## src/rtl/nexys_starship_spawn_sched.sv

```systemverilog
// nexys_starship_spawn_sched
// Central monster-spawn scheduler for the four monster terminals. It issues at most
// one one-hot spawn pulse per timer tick. It enforces a cooldown of gap ticks after
// each spawn and a cap on how many terminals may be Full at once. It folds the
// per-terminal gameover requests into a single gameover_ctrl broadcast.
// Optional feature macro: SPAWN_RAMP_EN. When it is defined, the cooldown loaded at
// each spawn shrinks by one for every 8 spawns so far this game.
module nexys_starship_spawn_sched #(
  parameter int          NUM_TERM   = 4,
  parameter int          MIN_GAP    = 2,
  parameter int          MAX_ACTIVE = 2,
  parameter logic [15:0] LFSR_SEED  = 16'hACE1
) (
  input  logic                Clk,
  input  logic                Reset_n,
  input  logic                tick,
  input  logic                play_flag,
  input  logic [NUM_TERM-1:0] term_full,
  input  logic [NUM_TERM-1:0] term_gameover,
  output logic [NUM_TERM-1:0] spawn_req,
  output logic                gameover_ctrl,
  output logic [2:0]          active_cnt,
  output logic [7:0]          spawn_cnt,
  output logic                q_Idle,
  output logic                q_Play,
  output logic                q_Cool,
  output logic                q_Over
);

  localparam logic [3:0]  ST_IDLE      = 4'b0001;
  localparam logic [3:0]  ST_PLAY      = 4'b0010;
  localparam logic [3:0]  ST_COOL      = 4'b0100;
  localparam logic [3:0]  ST_OVER      = 4'b1000;
  localparam int          IDX_W        = (NUM_TERM > 1) ? $clog2(NUM_TERM) : 1;
  localparam logic [7:0]  MIN_GAP_V    = 8'(MIN_GAP);
  localparam logic [2:0]  MAX_ACTIVE_V = 3'(MAX_ACTIVE);
  // Galois feedback mask for taps 16,14,13,11 (right-shifting form)
  localparam logic [15:0] LFSR_TAPS    = 16'hB400;

  logic [3:0]          state_r, state_nxt_s;
  logic [15:0]         lfsr_r;
  logic [7:0]          gap_r, gap_load_s;
  logic [NUM_TERM-1:0] spawn_req_r, spawn_nxt_s, win_s;
  logic                gameover_r, gameover_nxt_s;
  logic [2:0]          active_cnt_r;
  logic [7:0]          spawn_cnt_r;
  logic                free_s, abort_s, spawn_go_s;

  function automatic logic [2:0] popcount(input logic [NUM_TERM-1:0] v);
    logic [2:0] c;
    c = 3'd0;
    for (int i = 0; i < NUM_TERM; i++) begin
      c = c + {2'b00, v[i]};
    end
    return c;
  endfunction

  assign abort_s = |term_gameover;

  // Rotating-priority search for the first empty terminal, starting at lfsr[1:0]
  always_comb begin
    logic [IDX_W-1:0] idx;
    win_s  = '0;
    free_s = 1'b0;
    idx    = '0;
    for (int k = 0; k < NUM_TERM; k++) begin
      idx = IDX_W'((int'(lfsr_r[1:0]) + k) % NUM_TERM);
      if (!free_s && !term_full[idx]) begin
        win_s[idx] = 1'b1;
        free_s     = 1'b1;
      end else begin
        free_s = free_s;
      end
    end
  end

  // A spawn fires only on a tick in PLAY when the game is still running, no gameover is requested and the cap allows it
  always_comb begin
    if ((state_r == ST_PLAY) && tick && play_flag && !abort_s &&
        (active_cnt_r < MAX_ACTIVE_V) && free_s) begin
      spawn_go_s = 1'b1;
    end else begin
      spawn_go_s = 1'b0;
    end
  end

`ifdef SPAWN_RAMP_EN
  // Cooldown shrinks by one every 8 spawns, never below zero
  always_comb begin
    if ({3'b000, spawn_cnt_r[7:3]} >= MIN_GAP_V) begin
      gap_load_s = 8'd0;
    end else begin
      gap_load_s = MIN_GAP_V - {3'b000, spawn_cnt_r[7:3]};
    end
  end
`else
  assign gap_load_s = MIN_GAP_V;
`endif

  // State register
  always_ff @(posedge Clk or negedge Reset_n) begin
    if (!Reset_n) begin
      state_r <= ST_IDLE;
    end else begin
      state_r <= state_nxt_s;
    end
  end

  // Next-state logic: a gameover request beats play_flag dropping, which beats normal flow
  always_comb begin
    state_nxt_s = state_r;
    case (state_r)
      ST_IDLE: begin
        if (play_flag) state_nxt_s = ST_PLAY;
        else           state_nxt_s = ST_IDLE;
      end
      ST_PLAY: begin
        if (abort_s)         state_nxt_s = ST_OVER;
        else if (!play_flag) state_nxt_s = ST_IDLE;
        else if (spawn_go_s) state_nxt_s = ST_COOL;
        else                 state_nxt_s = ST_PLAY;
      end
      ST_COOL: begin
        if (abort_s)                                        state_nxt_s = ST_OVER;
        else if (!play_flag)                                state_nxt_s = ST_IDLE;
        else if ((gap_r == 8'd0) || (tick && (gap_r == 8'd1))) state_nxt_s = ST_PLAY;
        else                                                state_nxt_s = ST_COOL;
      end
      ST_OVER: begin
        if (!play_flag) state_nxt_s = ST_IDLE;
        else            state_nxt_s = ST_OVER;
      end
      default: state_nxt_s = ST_IDLE;
    endcase
  end

  // Output logic: next values of the registered spawn pulse and gameover broadcast
  always_comb begin
    if (spawn_go_s) spawn_nxt_s = win_s;
    else            spawn_nxt_s = '0;
    if (state_nxt_s == ST_OVER) gameover_nxt_s = 1'b1;
    else                        gameover_nxt_s = 1'b0;
  end

  // Registered outputs
  always_ff @(posedge Clk or negedge Reset_n) begin
    if (!Reset_n) begin
      spawn_req_r <= '0;
      gameover_r  <= 1'b0;
    end else begin
      spawn_req_r <= spawn_nxt_s;
      gameover_r  <= gameover_nxt_s;
    end
  end

  // LFSR, occupancy count, spawn counter and cooldown counter
  always_ff @(posedge Clk or negedge Reset_n) begin
    if (!Reset_n) begin
      lfsr_r       <= LFSR_SEED;
      active_cnt_r <= 3'd0;
      spawn_cnt_r  <= 8'd0;
      gap_r        <= 8'd0;
    end else begin
      lfsr_r       <= (lfsr_r >> 1) ^ (lfsr_r[0] ? LFSR_TAPS : 16'h0000);
      active_cnt_r <= popcount(term_full);
      if ((state_r == ST_IDLE) && play_flag) begin
        spawn_cnt_r <= 8'd0;
      end else if (spawn_go_s && (spawn_cnt_r != 8'hFF)) begin
        spawn_cnt_r <= spawn_cnt_r + 8'd1;
      end else begin
        spawn_cnt_r <= spawn_cnt_r;
      end
      if (spawn_go_s) begin
        gap_r <= gap_load_s;
      end else if ((state_r == ST_COOL) && tick && (gap_r != 8'd0)) begin
        gap_r <= gap_r - 8'd1;
      end else begin
        gap_r <= gap_r;
      end
    end
  end

  assign spawn_req     = spawn_req_r;
  assign gameover_ctrl = gameover_r;
  assign active_cnt    = active_cnt_r;
  assign spawn_cnt     = spawn_cnt_r;
  assign q_Idle        = state_r[0];
  assign q_Play        = state_r[1];
  assign q_Cool        = state_r[2];
  assign q_Over        = state_r[3];

endmodule
```

## config.mk

```make
export PLATFORM = sky130hd
export DESIGN_NAME = nexys_starship_spawn_sched
export DESIGN_NICKNAME = d
export VERILOG_FILES = /design/src/rtl/nexys_starship_spawn_sched.sv
export SDC_FILE = /design/constraint.sdc
export NUM_CORES = 1
export LEC_CHECK = 0
export ABC_AREA = 1
export ABC_CLOCK_PERIOD_IN_PS = 3500
export BUFFER_PORTS_ARGS = -buffer_cell sky130_fd_sc_hd__buf_2
export CORE_UTILIZATION = 31
export CTS_BUF_LIST = sky130_fd_sc_hd__clkbuf_4 sky130_fd_sc_hd__clkbuf_8
export CTS_CLUSTER_SIZE = 20
export DETAILED_ROUTE_END_ITERATION = 12
export GPL_ROUTABILITY_DRIVEN = 0
export PLACE_DENSITY = 0.6
export SLEW_MARGIN = 20
export SYNTH_ARGS = -nofsm -noshare
export SYNTH_HDL_FRONTEND = slang
export SYNTH_SLANG_ARGS = --single-unit
export TNS_END_PERCENT = 30
```

## constraint.sdc

```tcl
create_clock -name Clk -period 3.5 [get_ports Clk]
set_input_delay 0.7 -clock Clk [delete_from_list [all_inputs] [get_ports Clk]]
set_output_delay 0.7 -clock Clk [all_outputs]
set_load 0.02 [all_outputs]
```

==> Word level (Yosys, flattened, before mapping) <==
Cells that the tools add are included.
{ "word_totals": {"reg_bits": 44, "in_bits": 12, "wordCells": 105} }
{ "classes": {"addsub": 8, "order_cmp": 9, "n_eq_ne": 7, "muxes": 41, "n_bitwise": 4, "n_reduce_logical": 29} }
{ "op_table": {"columns": ["cell", "n"], "rows": [
  ["$mux W4", 8],
  ["$mux W8", 4],
  ["$logic_and A1 B1 Y1", 17],
  ["$mux W16", 1],
  ["$pmux W4 S4", 1],
  ["$xor A15 B16 Y16", 1],
  ["$mux W1", 14],
  ["$lt A2 B3 Y1 const B", 4],
  ["$mux W3", 4],
  ["$or A4 B4 Y4", 3],
  ["$add A8 B1 Y8 const B", 1],
  ["$bmux W1 S2", 4],
  ["$demux W1 S2", 4],
  ["$eq A4 B4 Y1 const B", 2],
  ["$eq A8 B1 Y1 const B", 1],
  ["$ge A2 B1 Y1 const B", 4],
  ["$logic_not A8 Y1", 1],
  ["$ne A8 B8 Y1 const B", 1],
  ["$reduce_bool A8 Y1", 1],
  ["$sub A8 B1 Y8 const B", 1],
  ["$logic_not A1 Y1", 6],
  ["$add A2 B2 Y2 const B", 2],
  ["$eq A4 B1 Y1 const B", 1],
  ["$eq A4 B2 Y1 const B", 1],
  ["other kinds (10)", 11]
]} }

==> Depth between registers and ports, before layout <==
Gate-level depths: netlist (run 1).
{ "logic_depth": {"word_depth": 20, "mapped_depth": 12, "ltp_nobuf": 11} }

==> Worst setup path after synthesis (run 1) <==
OpenSTA, ideal clock, no wires.
{ "synth_timing": {"path_type": "reg2reg", "start": "register lfsr_r[0]", "end": "register spawn_cnt_r[6], in the netlist spawn_cnt[6]", "setup_ns": 0.117, "arrival_ns": 1.771, "t_required_ns": 3.383, "setup_slack_ns": 1.612, "stages_incl_launch_ff": 13, "cell_sequence": "dfstp_2 -> buf_6 -> inv_6 -> ha_1 -> inv_1 -> nand3_2 -> nand2_2 -> nor2_4 -> nand3_4 -> nand3_4 -> nand2_4 -> nand2_1 -> nand2_1"} }
{ "synth_between": {"elab_chain_len": 16, "elab_cells_between_ends": 27} }
{ "synth_lines": {"columns": ["element", "line", "rtl"], "rows": [
  ["start: declaration", "41", "logic [15:0] lfsr_r;"],
  ["start signal: assignment", "164", "lfsr_r <= (lfsr_r >> 1) ^ (lfsr_r[0] ? LFSR_TAPS : 16'h0000);"],
  ["$add A2 B1 Y2", "67", "idx = IDX_W'((int'(lfsr_r[1:0]) + k) % NUM_TERM);"],
  ["$bmux W1 S2", "68", "if (!free_s && !term_full[idx]) begin"],
  ["$mux W1 (not written as such)", "68", null],
  ["$logic_not A1 Y1", "68", null],
  ["$logic_and A1 B1 Y1", "68", null],
  ["$mux W1", "68", null],
  ["$logic_not A1 Y1", "68", null],
  ["$logic_and A1 B1 Y1", "68", null],
  ["$mux W1", "68", null],
  ["$logic_not A1 Y1", "68", null],
  ["$logic_and A1 B1 Y1", "68", null],
  ["$mux W1 *", "68", null],
  ["$logic_and A1 B1 Y1 *", "80", "(active_cnt_r < MAX_ACTIVE_V) && free_s) begin"],
  ["$mux W1 *", "79", "if ((state_r == ST_PLAY) && tick && play_flag && !abort_s &&"],
  ["$logic_and A1 B1 Y1 *", "168", "end else if (spawn_go_s && (spawn_cnt_r != 8'hFF)) begin"],
  ["$reduce_bool A2 Y1 (no source line) *", null, null],
  ["end signal: assignment", "169", "spawn_cnt_r <= spawn_cnt_r + 8'd1;"],
  ["end signal: assignment", "171", "spawn_cnt_r <= spawn_cnt_r;"],
  ["end: declaration", "46", "logic [7:0] spawn_cnt_r;"]
]} }
Mark *: on every way between the ends. The rest lies on a longest branch, timed or not. The select of a mux whose other input is x is not followed.
A chain may end at the register's enable or synchronous reset.

==> Worst setup path after layout (run 1) <==
{ "layout_timing": {"start": "register lfsr_r[0]", "end": "register spawn_cnt_r[7], in the netlist spawn_cnt[7]"} }
The elaborated chain is that of the path after synthesis.

==> impl_summary.log, run 1 <==
INFO  metric min_path_type = reg -> reg
INFO  metric antenna_found_initial = 0
INFO  metric floorplan.die_area = 8010 um^2
INFO  metric synth_top_area_share = 36.9%
INFO  metric post_cts_buffers = 0
INFO  metric worstPathRequired = 3.69 ns
INFO  metric netlist_instances = 278
INFO  metric syn_avg_cell_area = 8.54 um^2
INFO  metric layout-drive-gt1-share = 21.6%
INFO  metric fp-row-count = 31
INFO  metric synth-adder-area-share = 7.17%
INFO  metric grt_remaining_overflow = 0
INFO  metric cellLeakagePower = 0.00145 uW
INFO  metric wl_met1 = 2310 um
INFO  metric timing_worst_slew_pin_value = 0.549 ns
INFO  metric startpoint_type = flop
INFO  metric grt_max_degree = 45
INFO  metric synth.area.mux_share = 0%
INFO  metric num-nets-final = 339
INFO  metric first_iter_violations = 122
INFO  metric ys_top_cells_by_area = sky130_fd_sc_hd__dfrtp_1 (37%), sky130_fd_sc_hd__dfstp_2 (10%), sky130_fd_sc_hd__nand2_1 (8.1%), sky130_fd_sc_hd__nand3_1 (7.0%), sky130_fd_sc_hd__ha_1 (6.3%)
INFO  metric vdd_drop_max = 0.000185 V
INFO  metric worst_setup_hold_path_clk_slew = 0.09 ns
INFO  metric vias = 1814
INFO  metric io_pins = 32
INFO  metric cts-buffers-inserted = 5
INFO  metric p_int = 812 uW
INFO  metric path_cells = inv_6 -> ha_1 -> inv_1 -> nand3_2 -> nand2_2 -> nor2_4 -> nand3_4 -> nand3_4 -> nand2_4 -> nand2_1 -> nand2_1
INFO  metric synthDistinctLibCells = 31
INFO  metric top_layer_used = met4
INFO  metric hold_fix_buffers_cts = 0
INFO  metric crit_type = reg -> reg
INFO  metric chipHeight = 89.5 um
INFO  metric worst_ep_arrival_time = 2.28 ns
INFO  metric status = finished clean
INFO  metric finalCritPeriodShare = 59.7%
INFO  metric buffer_levels_on_the_longest_clock_path = 2
INFO  metric worst-path-buf-inv = 2
INFO  metric wire_per_inst = 10.9 um
INFO  metric number_of_placed_cells_counting_well_taps = 406
INFO  metric placement.io_buffers = 31
INFO  metric via_count_of_the_first_global_routing_pass = 1801
INFO  metric power_per_cell_area = 454 nW/um^2
INFO  metric met3_wirelength = 166 um
INFO  metric detail_route.drc_violations = 0
INFO  metric synth.net_count = 303
INFO  metric area_growth_syn_to_layout = 14.9%
INFO  metric yosys_warnings = 0
INFO  metric power.share.sequential = 48.0%
INFO  metric setup_repair_after_global_routing_missed_its_margin = false
INFO  metric fmaxAchievable = 0.479 GHz
INFO  metric dominant_combinational_cell_family_by_area_after_synthesis = simple AND/OR/NAND/NOR gates
INFO  metric die_x = 89.5 um
INFO  metric critPathMaxFanout = 13
INFO  metric post-route-min-period = 2.09 ns
INFO  metric routed_via_density = 4.38
INFO  metric tritoncts = yes
INFO  metric sw_frac_of_total = 34.5%
INFO  metric synth_commonest_cells = sky130_fd_sc_hd__nand2_1 (51), sky130_fd_sc_hd__inv_1 (39), sky130_fd_sc_hd__nor2_1 (36)
INFO  metric placeableCoreArea = 7330 um^2
INFO  metric comb_power_share = 26.1%
INFO  metric drt-total-wl = 4520 um
INFO  metric maxCapViolCount = 0
INFO  metric drt-pass1-iter-count = 4
INFO  metric clock_insertion_delay_worst_skew = 0.29 ns
INFO  metric synth-xor-area-share = 4.43%
INFO  metric antenna_cells = 0
INFO  metric clock-skew-final = 0.00651 ns
INFO  metric worst_setup_path_end_kind = flop
INFO  metric fin_cells = 414
INFO  metric worst_setup_timing_slack_at_the_placement_stage = 1.40 ns
INFO  metric area_fraction_in_compound_gates_after_synthesis = 4.11%
INFO  metric final-setup-viol-count = 0
INFO  metric synth_async_sr_flop_share = 100%
INFO  metric cpLargestDelayFamily = simple AND/OR/NAND/NOR gates
INFO  metric switchingPower = 427 uW
INFO  metric synth.cell_area = 2370 um^2
INFO  metric synth.ff_latch_count = 44
INFO  metric synthSimpleGateAreaFrac = 30.1%
INFO  metric route.antenna.remaining_nets = 0
INFO  metric delay_of_the_slowest_cell_on_the_worst_path = 0.72 ns
INFO  metric synth-seq-area-share = 46.8%
INFO  metric hold_violations = 0
INFO  metric nFillCells = 735
INFO  metric synth_top_flop_cell = sky130_fd_sc_hd__dfrtp_1
INFO  metric final_total_negative_setup_slack = 0 ns
INFO  metric synth_most_common_cell = sky130_fd_sc_hd__nand2_1
INFO  metric power.share.clock = 25.8%
INFO  metric critical-path-slowest-cell = sky130_fd_sc_hd__dfstp_2
INFO  metric place.detailed.hpwl = 3360 um
INFO  metric maxSlewHeadroom = 63.4%
INFO  metric route.met2.wl = 2020 um
INFO  metric synth_enable_flop_cells = 0
INFO  metric final_critical_path_setup_slack = 1.41 ns
INFO  metric synth_top_area_cell = sky130_fd_sc_hd__dfrtp_1
INFO  metric htree_num_levels = 2
INFO  metric report.final.slew_viol_count = 0
INFO  metric cts_repair_resize_count = 0
INFO  metric grt_pass1_wl = 8000 um
INFO  metric initial_utilization = 32.4%
INFO  metric cts_root_buffer = sky130_fd_sc_hd__clkbuf_8
INFO  metric globalRouteTotalUtil = 13.0%
INFO  metric cts.sinks = 44
## through the flow
| step | power, uW | utilization [%] | hold slack, ns | cell area (um^2) |
|---|---|---|---|---|
| 3_3_place_gp | 928 | 36.0 | 0.336 | 2640 |
| 3_5_place_dp | 930 | 36.0 | 0.339 | 2640 |
| 6_report | 1240 | 37.2 | 0.354 | 2730 |
| 4_1_cts | 1260 | 37.2 | 0.356 | 2730 |
| 5_1_grt | 1330 | 37.2 | 0.361 | 2730 |
| 2_1_floorplan | 833 | - | 0.331 | 2370 |
## final cells by class
class	instances	area, um^2	area share [%]
Clock inverter	2	12.5	0.459
Timing Repair Buffer	31	158	5.78
Clock buffer	6	76.3	2.80
Sequential cell	44	1110	40.8
Multi-Input combinational cell	191	1090	39.8
Tap cell	99	124	4.54
Inverter	41	159	5.82
## power groups by stage
| stage | clock network (uW) | registers [uW] | logic [uW] |
|---|---|---|---|
| after floorplan | 0 | 649 | 184 |
| after global placement | 0 | 603 | 325 |
| after detailed placement | 0 | 604 | 326 |
| after CTS | 337 | 594 | 328 |
| after global routing | 356 | 602 | 373 |
| final | 320 | 595 | 324 |
## layout by cell type, fill, tap and decap left out
cell type and count:
sky130_fd_sc_hd__nand4_1 6, sky130_fd_sc_hd__inv_1 39, sky130_fd_sc_hd__inv_2 1, sky130_fd_sc_hd__inv_6 1, sky130_fd_sc_hd__buf_2 30, sky130_fd_sc_hd__nand2_4 1, sky130_fd_sc_hd__nand3_4 2, sky130_fd_sc_hd__o211ai_1 1
sky130_fd_sc_hd__nor2_2 2, sky130_fd_sc_hd__o21a_1 1, sky130_fd_sc_hd__nand2_2 6, sky130_fd_sc_hd__buf_4 1, sky130_fd_sc_hd__clkbuf_4 1, sky130_fd_sc_hd__fa_1 1, sky130_fd_sc_hd__xnor2_1 1, sky130_fd_sc_hd__or2_2 1
sky130_fd_sc_hd__and2_4 1, sky130_fd_sc_hd__nand3_2 1, sky130_fd_sc_hd__nor2_4 2, sky130_fd_sc_hd__a31oi_1 2, sky130_fd_sc_hd__clkinv_2 1, sky130_fd_sc_hd__nor3_2 2, sky130_fd_sc_hd__nor4_1 1, sky130_fd_sc_hd__xor2_1 11
sky130_fd_sc_hd__dfrtp_1 35, sky130_fd_sc_hd__ha_1 12, sky130_fd_sc_hd__clkinvlp_4 1, sky130_fd_sc_hd__nor2_1 36, sky130_fd_sc_hd__dfstp_2 9, sky130_fd_sc_hd__o21ai_0 9, sky130_fd_sc_hd__nand3_1 33, sky130_fd_sc_hd__nor3_1 3
sky130_fd_sc_hd__nand2_1 51, sky130_fd_sc_hd__a21oi_1 5, sky130_fd_sc_hd__clkbuf_8 5
## flip-flops by register name (all words and copies together) (netlist names)
signal         count
active_cnt         3
state_r            4
gap_r              8
lfsr_r            16
gameover_ctrl      1
spawn_req          4
spawn_cnt          8
## worst register-to-register path: stages (launching register included)
cell	delay [ns]
sky130_fd_sc_hd__dfstp_2	0.72
sky130_fd_sc_hd__inv_6	0.07
sky130_fd_sc_hd__ha_1	0.32
sky130_fd_sc_hd__inv_1	0.07
sky130_fd_sc_hd__nand3_2	0.08
sky130_fd_sc_hd__nand2_2	0.09
sky130_fd_sc_hd__nor2_4	0.13
sky130_fd_sc_hd__nand3_4	0.12
sky130_fd_sc_hd__nand3_4	0.14
sky130_fd_sc_hd__nand2_4	0.10
sky130_fd_sc_hd__nand2_1	0.09
sky130_fd_sc_hd__nand2_1	0.05
## cell families after synthesis
group	count (synthesis)
DFF	44
AOI/OAI and AO/OA	18
xor gates and xnor gates	12
and+or+nand+nor	148
buffers and inverters	43
adders and majority gates	13
## path summary, 6_finish.rpt
check,startpoint,to,slack (ns),cells after the start
worst max-delay path,lfsr_r[0],spawn_cnt[7],1.41,11
worst min-delay path,lfsr_r[3],lfsr_r[2],0.35,0
worst max register to register,lfsr_r[0],spawn_cnt[7],1.41,11
worst min register to register,lfsr_r[3],lfsr_r[2],0.35,0
max in group asynchronous,Reset_n,state_r[0],2.72,1
min in group asynchronous,Reset_n,active_cnt[0],0.38,1
## metal layers
metal | up-vias | track usage [%]
met2 | 30 | 20.5
met5 | - | 0
li1 | 950 | -
met1 | 829 | 17.8
met4 | 0 | 3.03
met3 | 5 | 3.32
Power figures use the tool's default switching activity.
==> run 2: changes to the inputs <==
Settings changed: ABC_CLOCK_PERIOD_IN_PS 3500 to 1980.
Clock period 3.5 ns to 1.98 ns, I/O delays scaled along.
==> run 2 against run 1 <==
Non-clock buffer count increased by 5. Cell count rose by 1.4%. Sequential cell count did not move. Sequential share of layout area fell by 1.4 points. Wire length rose by 4.1%. Clock power rose by 92%. Die area is the same. First-iteration DRC count shrank 24%. Largest cell class is now multi-input combinational cells. Largest power group unchanged.
==> impl_summary.log, run 2 (synthesis gave the netlist of run 1 again) <==
INFO  metric worstPathRequired = 2.16 ns
INFO  metric hold_violations = 0
INFO  metric layout.cell_area.non_filler = 2830 um^2
INFO  metric via_count_of_the_first_global_routing_pass = 1773
INFO  metric fin_cells = 420
INFO  metric report.final.slew_viol_count = 0
INFO  metric htree_num_levels = 2
INFO  metric timing_worst_slew_pin_value = 0.526 ns
INFO  metric status = finished clean
INFO  metric initial_utilization = 32.4%
INFO  metric die_x = 89.5 um
INFO  metric placement.io_buffers = 31
INFO  metric post-route-min-period = 1.85 ns
INFO  metric cellLeakagePower = 0.00149 uW
INFO  metric routed_via_density = 4.46
INFO  metric area_growth_syn_to_layout = 19.0%
INFO  metric final-setup-viol-count = 0
INFO  metric grt_pass1_wl = 7940 um
INFO  metric worst_setup_hold_path_clk_slew = 0.09 ns
INFO  metric grt_max_degree = 24
INFO  metric min_path_type = in -> async
INFO  metric drt-total-wl = 4710 um
INFO  metric met2_usage = 20.2%
INFO  metric startpoint_type = flop
INFO  metric cts-buffers-inserted = 5
INFO  metric total_power = 2250 uW
INFO  metric groute.layer.met1.usage = 17.7%
INFO  metric cts_root_buffer = sky130_fd_sc_hd__clkbuf_8
INFO  metric cp-endpoint = spawn_cnt[5]
INFO  metric first_iter_violations = 93
INFO  metric num-nets-final = 345
INFO  metric layout.cells.most_common = sky130_fd_sc_hd__nand2_1
INFO  metric buffer_levels_on_the_longest_clock_path = 2
INFO  metric post_dp_cell_area = 2680 um^2
INFO  metric largest-register = lfsr_r
INFO  metric mostFrequentLayoutCells = sky130_fd_sc_hd__nand2_1 (50), sky130_fd_sc_hd__inv_1 (39), sky130_fd_sc_hd__nor2_1 (36), sky130_fd_sc_hd__dfrtp_1 (35), sky130_fd_sc_hd__nand3_1 (33)
INFO  metric io_pins = 32
INFO  metric placeableCoreArea = 7330 um^2
INFO  metric maxCapViolCount = 0
INFO  metric fp-row-count = 31
INFO  metric layout-drive-gt1-share = 23.7%
INFO  metric clock_insertion_delay_worst_skew = 0.29 ns
INFO  metric antenna_cells = 0
INFO  metric critical_path.reg2reg.endpoint = spawn_cnt[5]
INFO  metric drt-pass1-iter-count = 4
INFO  metric worst_setup_path_end_kind = flop
INFO  metric worstReg2RegStart = lfsr_r[0]
INFO  metric crit_type = reg -> reg
INFO  metric cts.sinks = 44
INFO  metric floorplan.die_area = 8010 um^2
INFO  metric final_total_negative_setup_slack = 0 ns
INFO  metric ff2ff_path_depth = 11
INFO  metric number_of_placed_cells_counting_well_taps = 410
INFO  metric finalCritPeriodShare = 93.2%
INFO  metric wire_per_inst = 11.2 um
INFO  metric place.detailed.hpwl = 3490 um
INFO  metric grt_use_met3 = 4.62%
INFO  metric globalRouteTotalUtil = 13.1%
INFO  metric worstSetupStartpoint = lfsr_r[0]
INFO  metric fmaxAchievable = 0.542 GHz
INFO  metric vdd_drop_max = 0.000364 V
INFO  metric nFillCells = 732
INFO  metric worst-r2r-setup-slack = 0.13 ns
INFO  metric grt_remaining_overflow = 0
INFO  metric vias = 1872
INFO  metric critPathMaxFanout = 8
INFO  metric chipHeight = 89.5 um
INFO  metric worst_ep_arrival_time = 2.03 ns
INFO  metric clock-skew-final = 0.0127 ns
INFO  metric largest_register_ff_count = 16
INFO  metric maxSlewHeadroom = 65.0%
INFO  metric antenna_found_initial = 0
INFO  metric detail_route.drc_violations = 0
INFO  metric layer_with_the_highest_usage_after_global_routing = met2
INFO  metric power_per_cell_area = 798 nW/um^2
INFO  metric tritoncts = yes
INFO  metric route.antenna.remaining_nets = 0
[run 2: cell count changes in the layout (fill, tap and decap cells not counted), sizes merged]
cell      change
buf           +5
clkbuf        +2
clkinv        -1
clkinvlp      -1
nand3         +1
[run 2: routing by layer]
| layer | up-vias | routed length (um) |
|---|---|---|
| met5 | - | 0 |
| met1 | 868 | 2320 |
| met2 | 33 | 2200 |
| li1 | 966 | - |
| met3 | 5 | 149 |
| met4 | 0 | 40 |
[run 2: power breakdown]
| part | internal (uW) | leakage, uW | total [uW] | switching [uW] |
|---|---|---|---|---|
| combinational | 205 | 0.000871 | 592 | 388 |
| clock | 332 | 0.0000549 | 613 | 281 |
| sequential | 981 | 0.000567 | 1050 | 67.6 |
[run 2: critical path: stages (launching register included)]
cell,delay (ns)
sky130_fd_sc_hd__dfstp_2,0.58
sky130_fd_sc_hd__inv_6,0.06
sky130_fd_sc_hd__ha_4,0.26
sky130_fd_sc_hd__inv_1,0.05
sky130_fd_sc_hd__nand3_2,0.09
sky130_fd_sc_hd__nand2_4,0.08
sky130_fd_sc_hd__nor2_4,0.15
sky130_fd_sc_hd__nand3_4,0.14
sky130_fd_sc_hd__nand3_4,0.12
sky130_fd_sc_hd__nand2_4,0.10
sky130_fd_sc_hd__nand2_1,0.07
sky130_fd_sc_hd__nand2_1,0.04
[run 2: worst min-delay path by stage]
| stage | startpoint | end | depth (start not counted) |
|---|---|---|---|
| floorplan | Reset_n | active_cnt[0] | 0 |
| global placement | lfsr_r[4] | lfsr_r[3] | 0 |
| detailed placement | lfsr_r[2] | lfsr_r[1] | 0 |
| CTS | Reset_n | state_r[1] | 1 |
| global route | Reset_n | lfsr_r[14] | 1 |
| finish | Reset_n | state_r[1] | 1 |
[run 2: what timing repair did]
action                                  CTS  global route
endpoints found under the hold margin     0             0
setup buffers                             0             1
hold buffers                              0             0
gates resized for setup                   0             4
endpoints found under the setup margin    0            11
[run 2: final cells by class]
class	count	area (um^2)	share of cell area (%)
clock buffer	8	104	3.68
tap	99	124	4.38
multi-input combinational	192	1120	39.5
inverter	41	159	5.62
sequential	44	1110	39.4
timing repair buffer	36	209	7.40
[run 2: metrics by stage]
stage / setup slack, ns / utilization (%) / hold WS (ns)
floorplan: 0.0920 / - / 0.100
global route: -0.00792 / 38.5 / 0.0991
CTS: 0.0705 / 38.0 / 0.0855
global placement: 0.162 / 36.6 / 0.335
detailed placement: 0.104 / 36.6 / 0.336
finish: 0.134 / 38.5 / 0.0788
